File: config.mk
export PLATFORM = sky130hd
export DESIGN_NAME = axis_pattern_gen
export DESIGN_NICKNAME = d
export VERILOG_FILES = /design/src/rtl/axis_pattern_gen.sv
export SDC_FILE = /design/constraint.sdc
export NUM_CORES = 1
export LEC_CHECK = 0
export ABC_CLOCK_PERIOD_IN_PS = 2300
export CAP_MARGIN = 25
export CORE_MARGIN = 4
export CORE_UTILIZATION = 54
export CTS_CLUSTER_SIZE = 30
export DETAILED_ROUTE_END_ITERATION = 10
export GPL_TIMING_DRIVEN = 0
export PLACE_DENSITY = 0.88
export SETUP_SLACK_MARGIN = 0.2
export SYNTH_ARGS = -nofsm -noshare
export SYNTH_HDL_FRONTEND = slang
export SYNTH_SLANG_ARGS = --single-unit
File: constraint.sdc
create_clock -name clk -period 2.3 [get_ports clk]
set_input_delay 0.46 -clock clk [delete_from_list [all_inputs] [get_ports clk]]
set_output_delay 0.46 -clock clk [all_outputs]
set_load 0.1 [all_outputs]
File: src/rtl/axis_pattern_gen.sv
// AXI4-Stream test-packet source: counter / walking-one / LFSR / constant patterns.
// Define AXIS_GEN_HDR_EN to replace beat 0 of each packet with a header word.
module axis_pattern_gen #(
  parameter int unsigned DATA_WIDTH = 32,
  parameter int unsigned PKT_LEN    = 16,
  parameter int unsigned NUM_PKTS   = 0,
  parameter int unsigned GAP_CYCLES = 0,
  parameter logic [31:0] LFSR_SEED  = 32'hACE1_0001,
  parameter logic [31:0] CONST_VAL  = 32'hDEAD_BEEF
) (
  input  logic                  clk,
  input  logic                  reset,
  input  logic                  enable,
  input  logic [1:0]            mode,
  output logic [DATA_WIDTH-1:0] m_axis_tdata,
  output logic                  m_axis_tvalid,
  input  logic                  m_axis_tready,
  output logic                  m_axis_tlast,
  output logic [15:0]           pkt_count,
  output logic                  done
);

  localparam int unsigned IDX_W    = (PKT_LEN > 1) ? $clog2(PKT_LEN) : 1;
  localparam int unsigned WALK_W   = $clog2(DATA_WIDTH);
  localparam int unsigned GAP_W    = (GAP_CYCLES > 1) ? $clog2(GAP_CYCLES) : 1;
  localparam int unsigned GAP_LOAD = (GAP_CYCLES > 0) ? GAP_CYCLES - 1 : 0;
  localparam logic [IDX_W-1:0] LAST_IDX = IDX_W'(PKT_LEN - 1);

  localparam logic [1:0] S_IDLE = 2'd0;
  localparam logic [1:0] S_SEND = 2'd1;
  localparam logic [1:0] S_GAP  = 2'd2;
  localparam logic [1:0] S_DONE = 2'd3;

`ifdef AXIS_GEN_HDR_EN
  localparam bit HDR_EN = 1'b1;
`else
  localparam bit HDR_EN = 1'b0;
`endif

  logic [1:0]            r_state, w_state_nxt;
  logic [1:0]            r_mode, w_mode_nxt;
  logic [IDX_W-1:0]      r_beat_idx, w_idx_nxt;
  logic [WALK_W-1:0]     r_walk, w_walk_nxt;
  logic [DATA_WIDTH-1:0] r_cnt, w_cnt_nxt;
  logic [31:0]           r_lfsr, w_lfsr_nxt;
  logic [GAP_W-1:0]      r_gap_cnt, w_gap_nxt;
  logic [15:0]           r_pkt_count, w_pc_nxt;
  logic                  r_tvalid, w_tvalid_nxt;
  logic                  r_tlast, w_tlast_nxt;
  logic [DATA_WIDTH-1:0] r_tdata, w_tdata_nxt;
  logic                  r_done, w_done_nxt;
  logic                  w_start;
  logic                  w_beat;
  logic                  w_last;
  logic                  w_pat_beat;

  function automatic logic [DATA_WIDTH-1:0] f_pattern(
    input logic [1:0]            m,
    input logic [DATA_WIDTH-1:0] cnt,
    input logic [31:0]           lfsr,
    input logic [WALK_W-1:0]     walk
  );
    case (m)
      2'd0:    return cnt;
      2'd1:    return DATA_WIDTH'(1'b1) << walk;
      2'd2:    return DATA_WIDTH'(lfsr);
      default: return DATA_WIDTH'(CONST_VAL);
    endcase
  endfunction

  // x^32 + x^22 + x^2 + x + 1, Fibonacci form shifting left
  function automatic logic [31:0] f_lfsr_step(input logic [31:0] s);
    return {s[30:0], s[31] ^ s[21] ^ s[1] ^ s[0]};
  endfunction

  assign w_beat     = r_tvalid && m_axis_tready;
  assign w_last     = (r_beat_idx == LAST_IDX);
  assign w_pat_beat = !(HDR_EN && (r_beat_idx == '0));

  always_comb begin
    w_state_nxt  = r_state;
    w_mode_nxt   = r_mode;
    w_idx_nxt    = r_beat_idx;
    w_walk_nxt   = r_walk;
    w_cnt_nxt    = r_cnt;
    w_lfsr_nxt   = r_lfsr;
    w_gap_nxt    = r_gap_cnt;
    w_pc_nxt     = r_pkt_count;
    w_tvalid_nxt = r_tvalid;
    w_tlast_nxt  = r_tlast;
    w_tdata_nxt  = r_tdata;
    w_done_nxt   = r_done;
    w_start      = 1'b0;

    case (r_state)
      S_IDLE: begin
        w_tvalid_nxt = 1'b0;
        w_tlast_nxt  = 1'b0;
        w_done_nxt   = 1'b0;
        if (enable) begin
          w_pc_nxt   = '0;
          w_lfsr_nxt = LFSR_SEED;
          w_start    = 1'b1;
        end
      end
      S_SEND: begin
        if (w_beat) begin
          if (w_pat_beat) begin
            w_cnt_nxt  = r_cnt + DATA_WIDTH'(1);
            w_lfsr_nxt = f_lfsr_step(r_lfsr);
            w_walk_nxt = (r_walk == WALK_W'(DATA_WIDTH - 1)) ? '0 : r_walk + WALK_W'(1);
          end
          if (w_last) begin
            w_pc_nxt     = r_pkt_count + 16'd1;
            w_tvalid_nxt = 1'b0;
            w_tlast_nxt  = 1'b0;
            if ((NUM_PKTS != 0) && (w_pc_nxt == 16'(NUM_PKTS))) begin
              w_state_nxt = S_DONE;
              w_done_nxt  = 1'b1;
            end else if (GAP_CYCLES > 0) begin
              w_state_nxt = S_GAP;
              w_gap_nxt   = GAP_W'(GAP_LOAD);
            end else if (enable) begin
              w_start = 1'b1;
            end else begin
              w_state_nxt = S_IDLE;
            end
          end else begin
            w_idx_nxt   = r_beat_idx + IDX_W'(1);
            w_tdata_nxt = f_pattern(r_mode, w_cnt_nxt, w_lfsr_nxt, w_walk_nxt);
            w_tlast_nxt = (w_idx_nxt == LAST_IDX);
          end
        end
      end
      S_GAP: begin
        if (r_gap_cnt == '0) begin
          if (enable) w_start = 1'b1;
          else        w_state_nxt = S_IDLE;
        end else begin
          w_gap_nxt = r_gap_cnt - GAP_W'(1);
        end
      end
      S_DONE: begin
        w_tvalid_nxt = 1'b0;
        if (!enable) begin
          w_state_nxt = S_IDLE;
          w_done_nxt  = 1'b0;
        end
      end
      default: w_state_nxt = S_IDLE;
    endcase

    // Packet start: mode is sampled here and only here
    if (w_start) begin
      w_state_nxt  = S_SEND;
      w_mode_nxt   = mode;
      w_idx_nxt    = '0;
      w_walk_nxt   = '0;
      w_tvalid_nxt = 1'b1;
      w_tlast_nxt  = (PKT_LEN == 1);
      w_tdata_nxt  = f_pattern(mode, w_cnt_nxt, w_lfsr_nxt, '0);
`ifdef AXIS_GEN_HDR_EN
      w_tdata_nxt  = DATA_WIDTH'({8'hA5, 6'd0, mode, w_pc_nxt});
`endif
    end
  end

  always_ff @(posedge clk or negedge reset) begin
    if (!reset) begin
      r_state     <= S_IDLE;
      r_mode      <= 2'd0;
      r_beat_idx  <= '0;
      r_walk      <= '0;
      r_cnt       <= '0;
      r_lfsr      <= LFSR_SEED;
      r_gap_cnt   <= '0;
      r_pkt_count <= '0;
      r_tvalid    <= 1'b0;
      r_tlast     <= 1'b0;
      r_tdata     <= '0;
      r_done      <= 1'b0;
    end else begin
      r_state     <= w_state_nxt;
      r_mode      <= w_mode_nxt;
      r_beat_idx  <= w_idx_nxt;
      r_walk      <= w_walk_nxt;
      r_cnt       <= w_cnt_nxt;
      r_lfsr      <= w_lfsr_nxt;
      r_gap_cnt   <= w_gap_nxt;
      r_pkt_count <= w_pc_nxt;
      r_tvalid    <= w_tvalid_nxt;
      r_tlast     <= w_tlast_nxt;
      r_tdata     <= w_tdata_nxt;
      r_done      <= w_done_nxt;
    end
  end

  assign m_axis_tdata  = r_tdata;
  assign m_axis_tvalid = r_tvalid;
  assign m_axis_tlast  = r_tlast;
  assign pkt_count     = r_pkt_count;
  assign done          = r_done;

endmodule
* Word-level counts from Yosys, hierarchy flattened *
Cells that the tools add are included.
Widths: inputs -> output; s select.

cells by class
  $add $sub $neg = 5
  equality and inequality tests = 18
  shift operators = 1
  muxes and demuxes = 47
  bitwise logic cells = 3
  reductions and logical operators = 19

operators by type and width
  operator               number
  $mux 32                8
  $pmux 32 s3            2
  $pmux 32 s2            1
  $mux 16                3
  $add 32x1->32 const B  1
  $pmux 16 s2            1
  $shl 1x5->32 const A   1
  $mux 5                 6
  $add 16x1->16 const B  1
  $mux 4                 4
  $mux 1                 12
  $mux 2                 5
  $ne 2x2->1 const B     5
  $ne 3x3->1 const B     3
  $eq 2x2->1 const B     4
  $eq 4x4->1 const B     2
  $reduce_and 4->1       2
  $reduce_bool 2->1      4
  $eq 2x1->1 const B     3
  $logic_not 2->1        3
  $pmux 1 s2             3
  $pmux 2 s3             1
  $reduce_and 2->1       3
  $reduce_and 3->1       2
  other kinds (10)       13

word-level totals
  register bits after elaboration = 129
  bits of input ports = 6
  output and inout port bits = 51
  word-level logic and storage cells = 105

* Depth between registers and ports, before layout *
Gate-level depths: netlist of the first run.

  depth after elaboration = 10
  gate-level depth with buffers = 10

* Worst setup path after synthesis of the first run *
OpenSTA, ideal clock, no wires.

  kind = reg2reg
  start = register r_tvalid (netlist: m_axis_tvalid)
  end = register r_tdata[25] (netlist: m_axis_tdata[25])
  setup time = 0.126 ns
  data arrival time = 2.365 ns
  setup slack = -0.191 ns
  cell stages (with the launch flop) = 9
  buffers on the path = 2
  period minus slack after synthesis = 2.491 ns
  path through = dfrtp_1 -> buf_2 -> and3_1 -> buf_4 -> nand4_2 -> nor2_1 -> and3_1 -> xor2_1 -> o311a_1

on the way
  cells in the longest elaborated chain, start to end = 5
  elaborated cells between the ends (all ways) = 13

RTL lines
  item                    line  source
  start, declared         48    logic r_tvalid, w_tvalid_nxt;
  start signal, assigned  191   r_tvalid <= w_tvalid_nxt;
  $logic_and 1x1->1       76    assign w_beat = r_tvalid && m_axis_tready;
  $mux 32                 107   if (w_beat) begin
  $mux 32                 95    case (r_state)
  net w_cnt_nxt[25]       44    logic [DATA_WIDTH-1:0] r_cnt, w_cnt_nxt;
  $pmux 32 s3             63    case (m)
  $mux 32                 154   if (w_start) begin
  end signal, assigned    193   r_tdata <= w_tdata_nxt;
  end, declared           50    logic [DATA_WIDTH-1:0] r_tdata, w_tdata_nxt;

The timed path passes the listed nets, and every way through them passes these cells.
A chain may end at the register's enable or synchronous reset.

* Final worst setup path of the first run *
  start = register r_walk[1]
  end = register r_tdata[4] (netlist: m_axis_tdata[4])

on the way
  cells in the longest elaborated chain, start to end = 10
  elaborated cells between the ends (all ways) = 11

RTL lines
  item                                       line  source
  start, declared                            43    logic [WALK_W-1:0] r_walk, w_walk_nxt;
  start signal, assigned                     186   r_walk <= w_walk_nxt;
  $add 5x1->5 or $eq 5x5->1 (tied branches)  111   w_walk_nxt = (r_walk == WALK_W'(DATA_WIDTH - 1)) ? '0 : r_walk + WALK_W'(1);
  $mux 5 (*)                                 111
  $mux 5 (*)                                 107
  $mux 5 (*)                                 95
  $shl 1x5->32 (*)                           65    2'd1: return DATA_WIDTH'(1'b1) << walk;
  $pmux 32 s3 (*)                            63
  $mux 32 (*)                                113   if (w_last) begin
  $mux 32 (*)                                107
  $mux 32 (*)                                95
  $mux 32 (*)                                154

Mark *: on every way between the ends. The rest lies on a longest branch, timed or not. The select of a mux whose other input is x is not followed.

==> run_results.csv, run 1 <==
group,metric,value,unit
global_routing,grt_pass1_wl,43.5,mm
timing,hold_viol,0,
min_path,min_path_type,"reg -> reg",
routing,drt_wl_total,29.2,mm
timing,whs,0.474,ns
outcome,violations,"setup timing",
outcome,status,"finished, violations left",
setup_path,start_kind,"register",
timing,fmax,429,MHz
min_path,worstHoldStart,"m_axis_tdata[1]",
clock_tree,clkTransAtPathRegs,0.06,ns
floorplanning,initial_utilization,54.9,%
flow_run,cap_violations,0,
pwr,p_sw,6.46,mW
routing,vias,8126,
global_routing,grt_antenna_before_repair,0,
cells_and_area,n_antenna_cell,0,
yosys,synth_seq_area_share,41.7,%
yosys,yosys_warnings,0,
place,placedInstanceArea,8450,sq um
pwr,peakVddDrop,0.856,mV
setup_path,cp_slowest_cell,"dfrtp_2",
routing,drtIter0Drc,1368,
floorplanning,coreArea,13800,sq um
timing,max_slew_margin,37.0,%
pwr,power,12.9,mW
setup_path,crit_start,"r_walk[1]",
setup_path,max_stage_delay,0.43,ns
cells_and_area,fin_area,10200,sq um
cells_and_area,num-nets-final,995,
global_routing,grt_max_degree,86,
clock_tree,root_buffer,"clkbuf_16",
timing,setup_viol,2,
timing,worst_slack,-0.0319,ns
yosys,syn_area,7590,sq um
yosys,synth_cell_types,81,
floorplanning,design.die.area,16000,sq um
timing,finClkSkew,0.0133,ns
routing,drc,0,
yosys,synthTopCellsByArea,"dfrtp_1, nand2_1, xnor2_1, nand3_1, o21ai_0",
pwr,power_density,1270,nW/um^2
pwr,cellInternalPower,6.46,mW
clock_tree,cts_tree,"yes",
routing,wire_per_inst,24.8,microns
pwr,clockPowerShare,21.0,%
place,dp_hpwl,18.8,mm
routing,ant_nets,0,
cells_and_area,fill_cells,957,
pwr,power_leakage,4.36,nW
clock_tree,cts.sinks,126,
clock_tree,htreeDepth,4,
cells_and_area,drive_above_1_share,31.1,%
setup_path,crit_type,"reg -> reg",
clock_tree,cts_buffers,17,
setup_path,cp_cell_sequence,"ha_4, and3_4, ha_4, or3b_4, nor3_4, and2_4, inv_2, o22ai_2, a221o_1",
yosys,synthArstFlopShare,100,%
yosys,synthFlopType,"dfrtp_1",
routing,dr.pass1.iters,11,
place,place_congestion,1.07,
yosys,synth_top_area_cell,"dfrtp_1",
setup_path,required,2.67,ns
global_routing,grt_overflow,0,
global_routing,track_usage,35.2,%
global_routing,grt_pass1_vias,7670,
setup_path,cp_common_cell,"ha_4",
routing,vias_per_cell,6.91,
pwr,seqPwrFrac,27.7,%
timing,grt_setup_unrepaired,"true",
timing,tightest_slew,0.949,ns
place,port_buffers,54,
cells_and_area,area_growth,33.8,%
floorplanning,rows,43,
yosys,avgSynthCellArea,8.80,sq um
timing,fin_crit_sh,101,%
yosys,ys_ff_latch,126,
cells_and_area,finalNonFillerCells,1176,
floorplanning,fp.dieW,127,microns
setup_path,cp_data_arrival_time,2.70,ns
place,placedCellCount,1097,
setup_path,rr_startpoint,"r_walk[1]",
yosys,synth_top_area_share,38.6,%
pwr,switching_share,50.0,%
floorplanning,pin_count,57,
clock_tree,cts_buffer_depth,2,
pwr,combPwrFrac,51.4,%
setup_path,crit_fanout,3,
timing,maxSlewViolCount,0,
yosys,synth_nets,874,
timing,period_minus_slack,2.33,ns
setup_path,end_kind,"register",
yosys,synthCells,862,
clock_tree,clkLatencyLatePin,0.44,ns
yosys,synth_edf_count,0,
floorplanning,die_height,127,microns
## state kept, by name, summed over array words and instances (netlist names)
signal         flops
m_axis_tdata      32
r_cnt             32
r_lfsr            32
pkt_count         16
r_walk             5
r_beat_idx         4
r_mode             2
m_axis_tlast       1
m_axis_tvalid      1
r_state            1
## logic make-up after synthesis
logic type	Yosys count	share of synthesized area [%]
AO/OA/AOI/OAI	204	18.0
XOR/XNOR	75	8.76
adder cells (fa/ha/maj)	6	0.990
buffers and inverters	70	4.17
flip-flops	126	41.7
multiplexers	11	1.48
other	1	0.0494
AND/OR/NAND/NOR	369	24.8
## layout by cell type, fill, tap and decap left out, drive strengths merged, types with 4 or more instances in the layout
master and instances:
a211oi 6, a21oi 38, a221oi 11, a22o 4, a2bb2oi 4, a31oi 12, a32oi 4, and2 8
and3 10, and4 9, buf 73, clkbuf 74, clkdlybuf4s15 34, dfrtp 117, dfstp 9, ha 6
inv 12, mux2i 9, nand2 132, nand2b 6, nand3 66, nand4 19, nor2 67, nor3 27
nor4 8, o2111ai 4, o211ai 8, o21ai 62, o22ai 8, o31ai 6, or3 6, xnor2 42
xor2 33
## synth_stat cells (4+ instances only)
master / number
a211oi_1: 5
a21oi_1: 37
a221oi_1: 11
a22o_1: 4
a2bb2oi_1: 4
a31oi_1: 12
a32oi_1: 4
and2_1: 8
and3_1: 10
and4_1: 8
buf_2: 19
buf_4: 4
clkbuf_1: 30
dfrtp_1: 117
dfstp_2: 9
ha_1: 6
inv_1: 12
mux2i_1: 9
nand2_1: 132
nand2b_1: 6
nand3_1: 62
nand4_1: 13
nor2_1: 64
nor3_1: 25
nor4_1: 4
o2111ai_1: 4
o211ai_1: 8
o21ai_0: 60
o22ai_1: 8
o31ai_1: 6
or3_1: 6
xnor2_1: 41
xor2_1: 33
## area by class of cell
class / instances / area, sq um / share of cell area (%)
plain buffers: 57 / 365 / 3.60
clock buffers: 27 / 533 / 5.25
clock inverters: 5 / 52.6 / 0.518
inverters: 13 / 52.6 / 0.518
multi-input cells: 667 / 4790 / 47.2
flip-flops and latches: 126 / 3180 / 31.3
well taps: 180 / 225 / 2.22
repair buffers: 101 / 956 / 9.42
## critical path, delay by kind of cell (launching register included)
kind | cells | cell delay [ns]
AOI/OAI and AO/OA | 2 | 0.35
adders and majority gates | 2 | 0.40
buffers and inverters | 1 | 0.04
DFF | 1 | 0.43
and+or+nand+nor | 4 | 1.06
## power groups by stage
stage / clock network (mW) / logic (mW) / registers [mW]
2_1_floorplan: 0 / 2.06 / 5.40
3_3_place_gp: 0 / 5.54 / 3.50
3_5_place_dp: 0 / 5.58 / 3.51
4_1_cts: 2.69 / 6.13 / 3.50
5_1_grt: 2.82 / 6.83 / 3.60
6_report: 2.71 / 6.63 / 3.57
## through the flow
| stage | util, % | TNS, ns | setup WS (ns) |
|---|---|---|---|
| final | 73.4 | -0.0391 | -0.0319 |
| after CTS | 71.4 | -0.0190 | -0.0190 |
| after global placement | 60.9 | -536.70 | -5.07 |
| after floorplan | - | 0 | 0.0726 |
| after global routing | 73.4 | -0.231 | -0.0627 |
| after detailed placement | 61.1 | -23.14 | -0.680 |
## routing by layer
metal | vias to the layer above | routed length [microns] | GRT usage [%]
met1 | 3797 | 10500 | 45.5
met3 | 236 | 4020 | 12.4
met5 | - | 0 | 0
li1 | 3352 | - | -
met4 | 0 | 1920 | 18.3
met2 | 741 | 12700 | 52.2
## path summary, 6_finish.rpt
kind,endpoint,slack (ns),depth (start not counted)
setup / recovery,m_axis_tdata[4],-0.03,9
setup reg to reg,m_axis_tdata[4],-0.03,9
max in group asynchronous,pkt_count[3],0.99,3
min in group asynchronous,m_axis_tdata[6],0.50,2
hold / removal,m_axis_tdata[1],0.47,2
hold reg to reg,m_axis_tdata[1],0.47,2
## repair_timing
| action | 4_1_cts | 5_1_grt |
|---|---|---|
| setup buffers | 26 | 19 |
| pin swaps | 44 | 32 |
| resized for setup | 259 | 68 |
| cloned | 0 | 1 |
| endpoints found under the setup margin | 103 | 70 |
| endpoints found under the hold margin | 40 | 0 |
| hold buffers | 1 | 0 |
Power figures use the tool's default switching activity.
==> run 2: changes to the inputs <==
CAP_MARGIN = default   (was 25)
==> run 2 against run 1 <==
Against the previous run: the run still ends with setup timing left; first-iteration DRC count down 3.9%; non-clock buffer count up 3; worst setup slack about the same; count of clock-buffer cells in the layout down 2; fmax about the same; power down 0.31%; flip-flop and latch count unchanged; sequential share of layout area down 0.24 points; critical path type unchanged.
==> run_results.csv, run 2 (synthesis gave the netlist of run 1 again) <==
group,metric,value,unit
floorplanning,rows,43,
floorplanning,die_height,127,microns
min_path,min_path_type,"reg -> reg",
outcome,status,"finished, violations left",
min_path,worstHoldStart,"m_axis_tdata[1]",
routing,vias_per_cell,6.80,
clock_tree,cts_buffers,17,
global_routing,grt_use_met1,45.4,%
global_routing,grt_max_degree,86,
setup_path,crit_fanout,3,
cells_and_area,fill_cells,938,
floorplanning,coreArea,13800,sq um
setup_path,reg2regPathDepth,9,
global_routing,grt_busiest_layer,"met2",
cells_and_area,num-nets-final,998,
cells_and_area,drive_above_1_share,31.8,%
setup_path,rr_startpoint,"r_walk[0]",
timing,setup_viol,5,
pwr,peakVddDrop,0.899,mV
cells_and_area,area_growth,35.0,%
pwr,seqPwrFrac,27.7,%
setup_path,end_kind,"register",
clock_tree,cts_buffer_depth,2,
cells_and_area,n_antenna_cell,0,
place,placedCellCount,1097,
clock_tree,clkLatencyLatePin,0.44,ns
global_routing,grt_overflow,0,
floorplanning,design.die.area,16000,sq um
clock_tree,htreeDepth,4,
setup_path,cp_data_arrival_time,2.71,ns
place,dp_hpwl,18.8,mm
flow_run,cap_violations,0,
cells_and_area,layout_commonest_cell,"nand2_1",
timing,tightest_slew,0.968,ns
routing,dr.pass1.iters,6,
setup_path,r2r-end,"m_axis_tdata[4]",
routing,vias,8023,
clock_tree,root_buffer,"clkbuf_16",
floorplanning,fp.dieW,127,microns
global_routing,grt.met2_usage,52.6,%
place,place_congestion,1.07,
clock_tree,clkTransAtPathRegs,0.06,ns
global_routing,grt_pass1_wl,43.7,mm
global_routing,track_usage,35.4,%
min_path,worstHoldEndpoint,"m_axis_tdata[1]",
routing,drc,0,
clock_tree,cts_tree,"yes",
global_routing,grt_pass1_vias,7642,
pwr,switching_share,50.0,%
cells_and_area,final_util,74.1,%
global_routing,grt.met3_usage,11.8,%
pwr,p_sw,6.43,mW
timing,finClkSkew,0.00968,ns
routing,ant_nets,0,
routing,drtIter0Drc,1314,
setup_path,start_kind,"register",
timing,period_minus_slack,2.33,ns
min_path,hold_path_depth,2,
pwr,power_density,1260,nW/um^2
routing,drt_wl_total,29.0,mm
pwr,cellInternalPower,6.44,mW
outcome,violations,"setup timing",
place,port_buffers,54,
clock_tree,cts.sinks,126,
cells_and_area,final_cell_mix,"nand2_1, dfrtp_1, nor2_1",
timing,maxSlewViolCount,0,
cells_and_area,finalNonFillerCells,1179,
timing,fin_crit_sh,101,%
pwr,power_leakage,4.37,nW
floorplanning,initial_utilization,54.9,%
timing,grt_setup_unrepaired,"true",
pwr,clockPowerShare,21.1,%
routing,wire_per_inst,24.6,microns
timing,worst_slack,-0.0318,ns
global_routing,grt_antenna_before_repair,0,
timing,fmax,429,MHz
timing,max_slew_margin,35.7,%
timing,hold_viol,0,
setup_path,crit_type,"reg -> reg",
setup_path,required,2.67,ns
pwr,combPwrFrac,51.2,%
setup_path,reg2reg_slack,-0.03,ns
floorplanning,pin_count,57,
setup_path,crit_start,"r_walk[0]",
-- run 2: stage by stage --
step                hold slack, ns  TNS, ns  instance area [sq um]  setup slack [ns]  power [mW]
CTS                          0.476        0                   9850           0.00531        12.3
finish                       0.479  -0.0707                  10200           -0.0318        12.9
global placement             0.467  -536.70                   8420             -5.07        9.04
detailed placement           0.401   -21.61                   8450            -0.720        9.10
global route                 0.490   -0.549                  10200           -0.0730        13.2
floorplan                    0.164        0                   7650            0.0726        7.46
-- run 2: repair_timing --
item / 4_1_cts / 5_1_grt
buffers inserted: 27 / 21
hold buffers: 1 / 0
gates cloned: 0 / 1
endpoints found under the hold margin: 40 / 0
resized for setup: 249 / 91
pin swaps: 53 / 39
endpoints found under the setup margin: 103 / 66
-- run 2: power by group through the flow --
stage          clock network [mW]  registers, mW  logic (mW)
2_1_floorplan                   0           5.40        2.06
3_3_place_gp                    0           3.50        5.54
3_5_place_dp                    0           3.51        5.59
4_1_cts                      2.71           3.51        6.04
5_1_grt                      2.82           3.61        6.79
6_report                     2.71           3.56        6.60
-- run 2: final cells by class --
type,count,area (sq um),area share [%]
buffer,57,375,3.67
clock buffer,25,495,4.84
clock inverter,7,85.1,0.831
inverter,13,48.8,0.477
multi-input combinational,667,4830,47.2
sequential,126,3180,31.0
tap,180,225,2.20
timing repair buffer,104,998,9.75
-- run 2: worst max-delay path: stages (launching register included) --
cell and delay (ns):
dfrtp_1 0.42, ha_4 0.17, and3_4 0.18, ha_4 0.24
or3b_4 0.41, nor3_4 0.24, and2_4 0.22, inv_2 0.05
o22ai_4 0.16, a221o_1 0.18
-- run 2: worst max path at each step --
stage                  endpoint  slack, ns  cells past startpoint
2_1_floorplan   m_axis_tdata[4]       0.07                      9
3_3_place_gp      m_axis_tvalid      -5.07                      1
3_5_place_dp   m_axis_tdata[28]      -0.72                      8
4_1_cts         m_axis_tdata[4]      0.005                      9
5_1_grt        m_axis_tdata[20]      -0.07                      9
6_report        m_axis_tdata[4]      -0.03                      9
-- run 2: routing by layer --
layer | wire length [microns] | part of all wire (%)
met5 | 0 | 0
met1 | 10600 | 37
met2 | 12700 | 44
met3 | 3660 | 13
met4 | 2070 | 7.2
